<file path="src/rtl/spi_pkg.sv">
// Shared types and helpers for the SPI register slave: FSM states,
// command-word decoding constant and SPI-mode edge selection.
package spi_pkg;

    typedef enum logic [1:0] {
        IDLE  = 2'd0,
        CMD   = 2'd1,
        WDATA = 2'd2,
        RDATA = 2'd3
    } state_e;

    // Value of the command word's MSB that selects a read transaction.
    localparam logic CMD_RD_BIT = 1'b1;

    function automatic logic sample_on_rise(input logic cpol, input logic cpha);
        return (cpol == cpha);
    endfunction

endpackage

</file>
<file path="src/rtl/spi_sync_edge.sv">
// Multi-flop synchroniser for one asynchronous pin, with rise/fall pulses
// derived from the synchronised level in the clk domain.
module spi_sync_edge #(
    parameter int STAGES = 2
) (
    input  logic clk,
    input  logic rst,
    input  logic d_i,
    output logic level_o,
    output logic rise_o,
    output logic fall_o
);

    logic [STAGES-1:0] sync_q;
    logic              prev_q;

    // Synchroniser chain plus one history flop for edge detection
    always_ff @(posedge clk or negedge rst) begin
        if (!rst) begin
            sync_q <= {STAGES{1'b0}};
            prev_q <= 1'b0;
        end else begin
            sync_q <= {sync_q[STAGES-2:0], d_i};
            prev_q <= sync_q[STAGES-1];
        end
    end

    assign level_o = sync_q[STAGES-1];
    assign rise_o  = sync_q[STAGES-1] & ~prev_q;
    assign fall_o  = ~sync_q[STAGES-1] & prev_q;

endmodule

</file>
<file path="src/rtl/spi_reg_slave.sv">
// SPI slave register port: oversamples the SPI pins, decodes a command word
// followed by data words, and issues auto-incrementing register strobes.
module spi_reg_slave
    import spi_pkg::*;
#(
    parameter int WORD_W      = 8,
    parameter int ADDR_W      = 7,
    parameter int CPOL        = 0,
    parameter int CPHA        = 0,
    parameter int SYNC_STAGES = 2
) (
    input  logic              clk,
    input  logic              rst,
    input  logic              spi_clk,
    input  logic              spi_cs,
    input  logic              spi_mosi,
    output logic              spi_miso,
    output logic              spi_miso_oe,
    output logic              wr_en,
    output logic [ADDR_W-1:0] wr_addr,
    output logic [WORD_W-1:0] wr_data,
    output logic              rd_en,
    output logic [ADDR_W-1:0] rd_addr,
    input  logic [WORD_W-1:0] rd_data,
    output logic              frame_active,
    output logic              frame_err
);

    localparam int              CNT_W       = (WORD_W > 1) ? $clog2(WORD_W) : 1;
    localparam logic            SAMPLE_RISE = sample_on_rise(CPOL[0], CPHA[0]);
    localparam logic [CNT_W-1:0] LAST_BIT   = CNT_W'(WORD_W - 1);

    logic sck_level_s, sck_rise_s, sck_fall_s;
    logic cs_level_s, cs_rise_s, cs_fall_s;
    logic mosi_level_s, mosi_rise_s, mosi_fall_s;
    logic unused_s;

    spi_sync_edge #(.STAGES(SYNC_STAGES)) u_sync_sck (
        .clk(clk), .rst(rst), .d_i(spi_clk),
        .level_o(sck_level_s), .rise_o(sck_rise_s), .fall_o(sck_fall_s));
    spi_sync_edge #(.STAGES(SYNC_STAGES)) u_sync_cs (
        .clk(clk), .rst(rst), .d_i(spi_cs),
        .level_o(cs_level_s), .rise_o(cs_rise_s), .fall_o(cs_fall_s));
    spi_sync_edge #(.STAGES(SYNC_STAGES)) u_sync_mosi (
        .clk(clk), .rst(rst), .d_i(spi_mosi),
        .level_o(mosi_level_s), .rise_o(mosi_rise_s), .fall_o(mosi_fall_s));

    assign unused_s = ^{sck_level_s, mosi_rise_s, mosi_fall_s};

    state_e            state_q, state_d;
    logic [CNT_W-1:0]  bit_cnt_q;
    logic [WORD_W-1:0] rx_q, tx_q;
    logic [ADDR_W-1:0] addr_q, addr_d;
    logic              armed_q, wd_q, end_q, frame_err_q, rd_pend_q;
    logic              wr_en_q, wr_en_d, rd_en_q, rd_en_d;
    logic [ADDR_W-1:0] wr_addr_q, wr_addr_d, rd_addr_q, rd_addr_d;
    logic [WORD_W-1:0] wr_data_q, wr_data_d;
    logic              sample_s, shift_s, active_s, word_done_s;

    assign sample_s    = SAMPLE_RISE ? sck_rise_s : sck_fall_s;
    assign shift_s     = SAMPLE_RISE ? sck_fall_s : sck_rise_s;
    assign active_s    = (state_q != IDLE);
    assign word_done_s = active_s & sample_s & (bit_cnt_q == LAST_BIT);

    // Bit/word datapath; armed_q ignores a frame already running when reset releases
    always_ff @(posedge clk or negedge rst) begin
        if (!rst) begin
            armed_q     <= 1'b0;
            wd_q        <= 1'b0;
            end_q       <= 1'b0;
            frame_err_q <= 1'b0;
            rd_pend_q   <= 1'b0;
            bit_cnt_q   <= {CNT_W{1'b0}};
            rx_q        <= {WORD_W{1'b0}};
            tx_q        <= {WORD_W{1'b0}};
        end else begin
            armed_q     <= armed_q | cs_level_s;
            wd_q        <= word_done_s;
            end_q       <= active_s & cs_rise_s;
            frame_err_q <= active_s & cs_rise_s & (bit_cnt_q != {CNT_W{1'b0}}) & ~word_done_s;
            rd_pend_q   <= rd_en_q;
            if (cs_rise_s || cs_fall_s)
                bit_cnt_q <= {CNT_W{1'b0}};
            else if (active_s && sample_s)
                bit_cnt_q <= word_done_s ? {CNT_W{1'b0}} : bit_cnt_q + CNT_W'(1);
            if (active_s && sample_s)
                rx_q <= {rx_q[WORD_W-2:0], mosi_level_s};
            // The shift edge at a word boundary is skipped: the new MSB is already loaded
            if (cs_fall_s)
                tx_q <= {WORD_W{1'b0}};
            else if (rd_pend_q)
                tx_q <= rd_data;
            else if (active_s && shift_s && (bit_cnt_q != {CNT_W{1'b0}}))
                tx_q <= {tx_q[WORD_W-2:0], 1'b0};
        end
    end

    // FSM state register
    always_ff @(posedge clk or negedge rst) begin
        if (!rst) state_q <= IDLE;
        else      state_q <= state_d;
    end

    // FSM next-state logic
    always_comb begin
        state_d = state_q;
        case (state_q)
            IDLE:    state_d = (cs_fall_s && armed_q) ? CMD : IDLE;
            CMD: begin
                if (end_q)     state_d = IDLE;
                else if (wd_q) state_d = (rx_q[WORD_W-1] == CMD_RD_BIT) ? RDATA : WDATA;
                else           state_d = CMD;
            end
            WDATA:   state_d = end_q ? IDLE : WDATA;
            RDATA:   state_d = end_q ? IDLE : RDATA;
            default: state_d = IDLE;
        endcase
    end

    // FSM outputs: strobes and address sequencing on each completed word
    always_comb begin
        addr_d    = addr_q;
        wr_en_d   = 1'b0;
        wr_addr_d = {ADDR_W{1'b0}};
        wr_data_d = {WORD_W{1'b0}};
        rd_en_d   = 1'b0;
        rd_addr_d = {ADDR_W{1'b0}};
        if (wd_q) begin
            case (state_q)
                CMD: begin
                    addr_d = rx_q[ADDR_W-1:0];
                    if (rx_q[WORD_W-1] == CMD_RD_BIT) begin
                        rd_en_d   = 1'b1;
                        rd_addr_d = rx_q[ADDR_W-1:0];
                    end else begin
                        rd_en_d   = 1'b0;
                    end
                end
                WDATA: begin
                    wr_en_d   = 1'b1;
                    wr_addr_d = addr_q;
                    wr_data_d = rx_q;
                    addr_d    = addr_q + ADDR_W'(1);
                end
                RDATA: begin
                    addr_d    = addr_q + ADDR_W'(1);
                    rd_en_d   = 1'b1;
                    rd_addr_d = addr_q + ADDR_W'(1);
                end
                default: addr_d = addr_q;
            endcase
        end else begin
            addr_d = addr_q;
        end
    end

    // Registered strobe outputs and running address
    always_ff @(posedge clk or negedge rst) begin
        if (!rst) begin
            addr_q    <= {ADDR_W{1'b0}};
            wr_en_q   <= 1'b0;
            wr_addr_q <= {ADDR_W{1'b0}};
            wr_data_q <= {WORD_W{1'b0}};
            rd_en_q   <= 1'b0;
            rd_addr_q <= {ADDR_W{1'b0}};
        end else begin
            addr_q    <= addr_d;
            wr_en_q   <= wr_en_d;
            wr_addr_q <= wr_addr_d;
            wr_data_q <= wr_data_d;
            rd_en_q   <= rd_en_d;
            rd_addr_q <= rd_addr_d;
        end
    end

    assign wr_en        = wr_en_q;
    assign wr_addr      = wr_addr_q;
    assign wr_data      = wr_data_q;
    assign rd_en        = rd_en_q;
    assign rd_addr      = rd_addr_q;
    assign frame_err    = frame_err_q;
    assign spi_miso     = tx_q[WORD_W-1];
    assign frame_active = armed_q & ~cs_level_s;
    assign spi_miso_oe  = armed_q & ~cs_level_s;

endmodule

</file>
<file path="config.mk">
export PLATFORM = sky130hd
export DESIGN_NAME = spi_reg_slave
export DESIGN_NICKNAME = d
export VERILOG_FILES = /design/src/rtl/spi_pkg.sv /design/src/rtl/spi_sync_edge.sv /design/src/rtl/spi_reg_slave.sv
export SDC_FILE = /design/constraint.sdc
export NUM_CORES = 1
export LEC_CHECK = 0
export BUFFER_PORTS_ARGS = -buffer_cell sky130_fd_sc_hd__buf_2
export CORE_MARGIN = 4
export CORE_UTILIZATION = 43
export DETAILED_ROUTE_END_ITERATION = 10
export PLACE_DENSITY_LB_ADDON = 0.25
export SETUP_SLACK_MARGIN = 0.05
export SLEW_MARGIN = 10
export SYNTH_ARGS = -nofsm -noshare
export SYNTH_HDL_FRONTEND = slang
export SYNTH_SLANG_ARGS = --single-unit
</file>
<file path="constraint.sdc">
create_clock -name clk -period 1.7 [get_ports clk]
set_clock_uncertainty 0.2 [all_clocks]
set_input_delay 0.17 -clock clk [delete_from_list [all_inputs] [get_ports clk]]
set_output_delay 0.17 -clock clk [all_outputs]
set_load 0.03 [all_outputs]
</file>
==> Implementation_results.wiki <==
{| class="wikitable"
! Metric !! Value
|-
| Synthesized netlist net count || around 270
|-
| Largest area contributor in the netlist || dfrtp_1
|-
| Nets@finish || approximately 340
|-
| Count of input and output buffers || 40
|-
| Unrepaired setup endpoints after global routing || true
|-
| Share of cells above drive strength 1 || 0.311
|-
| Setup-failing EPs final || 0
|-
| Post-DP HPWL || around 4000 um
|-
| Row count || 28
|-
| Non-Filler Instances || 400
|-
| Number of buffers on the longest clock path || 2
|-
| Synth unique cells || 44
|-
| Register share of total power || 0.471
|-
| Number of placed instances with taps included || 371
|-
| Kind of critical path || reg -> reg
|-
| Hold WS || around 0.15 ns
|-
| Internal Pwr Total || 2.77 mW
|-
| Number of flops mapped to enable cells by yosys || 0
|-
| DIE AREA || between 0.007 and 0.008 sq mm
|-
| Post-Synthesis Cell Area || about 0.0027 sq mm
|-
| Part of the cycle the worst path needs || 0.982
|-
| Peak fanout along the critical path || 3
|-
| Number of setup buffers added after CTS || 0
|-
| All-Layer GR Usage || 0.169
|-
| Cell count after synthesis || roughly 250
|-
| Global-route wire length before repair || ~9900 um
|-
| Relative area change from synthesis to final layout || 29.5%
|-
| Leakage Power || between 1.5 and 2 nW
|-
| Clock network fraction of total power || 0.348
|-
| Endpoint of the worst hold path || u_sync_sck.sync_q[1]
|-
| Via Count || roughly 2100
|-
| Fraction of registers with async set or reset after synthesis || 1.00
|-
| Cell with the largest stage delay on the worst path || or4_1
|-
| Final Hold Fails || 0
|-
| CP endpoint kind || flip-flop
|-
| Clock root buffer master || clkbuf_8
|-
| Global placer's final weighted congestion || 0.825
|-
| Number of cells traversed by the worst hold path || 0
|-
| CP Cell Sequence || ha_2, ha_4, or4_1, a21oi_1
|-
| Antenna diode count || 0
|-
| Element type at the critical path start || flip-flop
|-
| Relative slew slack || 0.691
|-
| Reg-to-Reg End || bit_cnt_q[0]
|-
| Minimum clock period after layout || 1.67 ns
|-
| TritonRoute pass-1 iters || 4
|-
| Launch point of the worst hold path || u_sync_sck.sync_q[0]
|-
| Pin count of the biggest net entering global routing || 66
|-
| Clock tree from TritonCTS || done
|-
| Top delay family on crit path || simple AND/OR/NAND/NOR gates
|-
| Vias per inst || ~5.3
|-
| Cts bufs inserted || 9
|-
| Violation count after the first detailed-routing iteration || about 160
|-
| Die Span X || 87.8 um
|-
| Core area || 0.00606 sq mm
|-
| Buffers and inverters on the worst path || 0
|-
| Required time of the critical path || roughly 1.8 ns
|-
| # H-tree levels || 3
|-
| Comb power frac || 0.181
|-
| Die outline height || 87.8 um
|-
| Cell area after layout || between 0.003 and 0.004 sq mm
|-
| Yosys warnings || 0
|-
| Share of the synthesized area in the top cell type || 0.593
|-
| Commonest non-fill, non-tap cell in the layout || dfrtp_1
|-
| Detailed-route wire length || 5950 um
|-
| Worst hold path class || reg -> reg
|-
| Initial Util || 0.452
|-
| Placed cell area || 0.00316 sq mm
|-
| Vias in the first global route || ~2000
|-
| Avg WL per Cell || approximately 15 um
|-
| Remaining number of nets flagged by the antenna check after routing || 0
|-
| Fill count || about 520
|-
| Arrival @ worst endpoint || between 1.5 and 2 ns
|-
| Residual overflow from global routing || 0
|-
| Total clock sinks || 65
|-
| Largest vdd supply drop || about 0.66 mV
|-
| Startpoint of the lowest-slack register-to-register path || bit_cnt_q[1]
|-
| Cells taking the most area after synthesis || dfrtp_1, and2_1, ha_1, nand3_1, a311oi_1
|-
| Max Slew Vio Count || 0
|-
| Largest stage delay on the critical path || around 0.50 ns
|-
| Power density relative to cell area || 1080 mW/mm^2
|-
| Post-synthesis sequential area ratio || 0.593
|-
| Peak Freq || roughly 0.6 GHz
|-
| Residual DRC || 0
|-
| Outcome || completed
|-
| Register-to-Register Path Depth || 4
|-
| Avg Synthesized Cell Area || about 11 sq um
|-
| Insertion delay of the later-clocked pin in the worst-skew pair || ~0.34 ns
|-
| Antenna violations before repair || 0
|-
| Synthesis-stage register bit count || 65
|-
| Net Sw Frac || 0.279
|-
| Most instantiated flip-flop cell in the synthesis netlist || dfrtp_1
|-
| Clk pin slew, worst setup/hold paths || 0.06 ns
|-
| Max-Cap Viols || 0
|-
| Core utilization of the finished layout || 0.586
|-
| Transition time at the pin with the least slew margin || 0.463 ns
|-
| Psw || 1.07 mW
|-
| Total I/O pin count || 41
|-
| Flop2flop setup slack || a little over 0.03 ns
|-
| Aggregate negative setup slack || 0 ns
|-
| Highest-count cells in the layout ignoring fill and taps || dfrtp_1, buf_2, buf_4, nor2_1
|}
power by group through the flow:
stage / Combinational (mW) / Clock, mW / Sequential, mW
2_1_floorplan: 0.395 / 0 / 1.78
3_3_place_gp: 0.627 / 0 / 1.83
3_5_place_dp: 0.634 / 0 / 1.83
4_1_cts: 0.666 / 1.37 / 1.80
5_1_grt: 0.771 / 1.44 / 1.83
6_report: 0.697 / 1.34 / 1.81
per-stage QoR:
step                      total power [mW]  worst slack, ns
after floorplan                       2.17           0.0702
after global placement                2.45           -0.111
after detailed placement              2.46           -0.237
after CTS                             3.84          0.00997
after global routing                  4.05          -0.0234
final                                 3.85           0.0307
worst max path at each step:
stage,slack [ns],to,cells past startpoint,from
global placement,-0.11,tx_q[7],5,bit_cnt_q[0]
global route,-0.02,tx_q[5],4,state_q[1]
finish,0.03,bit_cnt_q[0],4,bit_cnt_q[1]
floorplan,0.07,bit_cnt_q[0],4,bit_cnt_q[0]
CTS,0.01,bit_cnt_q[0],4,bit_cnt_q[1]
detailed placement,-0.24,tx_q[5],5,bit_cnt_q[0]
cells by family after synthesis:
logic type,synth area share
xor gates and xnor gates,0.00959
and+or+nand+nor,0.177
muxes,0.0205
buffers and inverters,0.0392
AOI/OAI and AO/OA,0.133
adders and majority gates,0.0274
DFF,0.593
flip-flops by register name, indices dropped and copies added (netlist names), 3 cells and up:
| name | flops |
|---|---|
| addr_q | 7 |
| bit_cnt_q | 3 |
| rd_addr | 7 |
| rx_q | 8 |
| tx_q | 8 |
| wr_addr | 7 |
| wr_data | 8 |
cell usage after synthesis (2+ instances only):
library cell	instances
a21o_1	2
a21oi_1	9
a311oi_1	7
and2_1	13
buf_2	5
buf_4	2
clkbuf_1	6
dfrtp_1	65
ha_1	6
inv_1	11
mux2_2	5
nand2_1	13
nand2b_1	5
nand3_1	13
nand4_1	8
nand4b_1	2
nor2_1	15
nor2b_1	6
nor3_1	4
o2111ai_1	2
o211a_1	2
o21ai_0	11
o221ai_1	2
o31ai_1	7
or2_2	3
or4_1	2
xor2_1	3
what timing repair did:
action / 4_1_cts / 5_1_grt
cloned: 0 / 1
gates resized for setup: 6 / 12
hold buffers: 12 / 0
endpoints found under the hold margin: 76 / 0
pin swaps: 2 / 7
endpoints found under the setup margin: 16 / 18
per-layer routing:
| layer | vias up | routed length (um) | global-route usage |
|---|---|---|---|
| met2 | 61 | 2580 | 0.235 |
| met4 | 0 | 127 | 0.0795 |
| li1 | 1027 | - | - |
| met1 | 1014 | 2930 | 0.247 |
| met5 | - | 0 | 0 |
| met3 | 13 | 308 | 0.0423 |
layout make-up:
class | count | area, sq um | area share
clock buffers | 14 | 173 | 0.0486
clock inverters | 2 | 35.0 | 0.00987
inverters | 11 | 41.3 | 0.0116
multi-input cells | 157 | 1060 | 0.298
flip-flops and latches | 65 | 1630 | 0.460
well taps | 75 | 93.8 | 0.0264
repair buffers | 76 | 517 | 0.146
No activity file was read; power rests on OpenSTA's default activity.
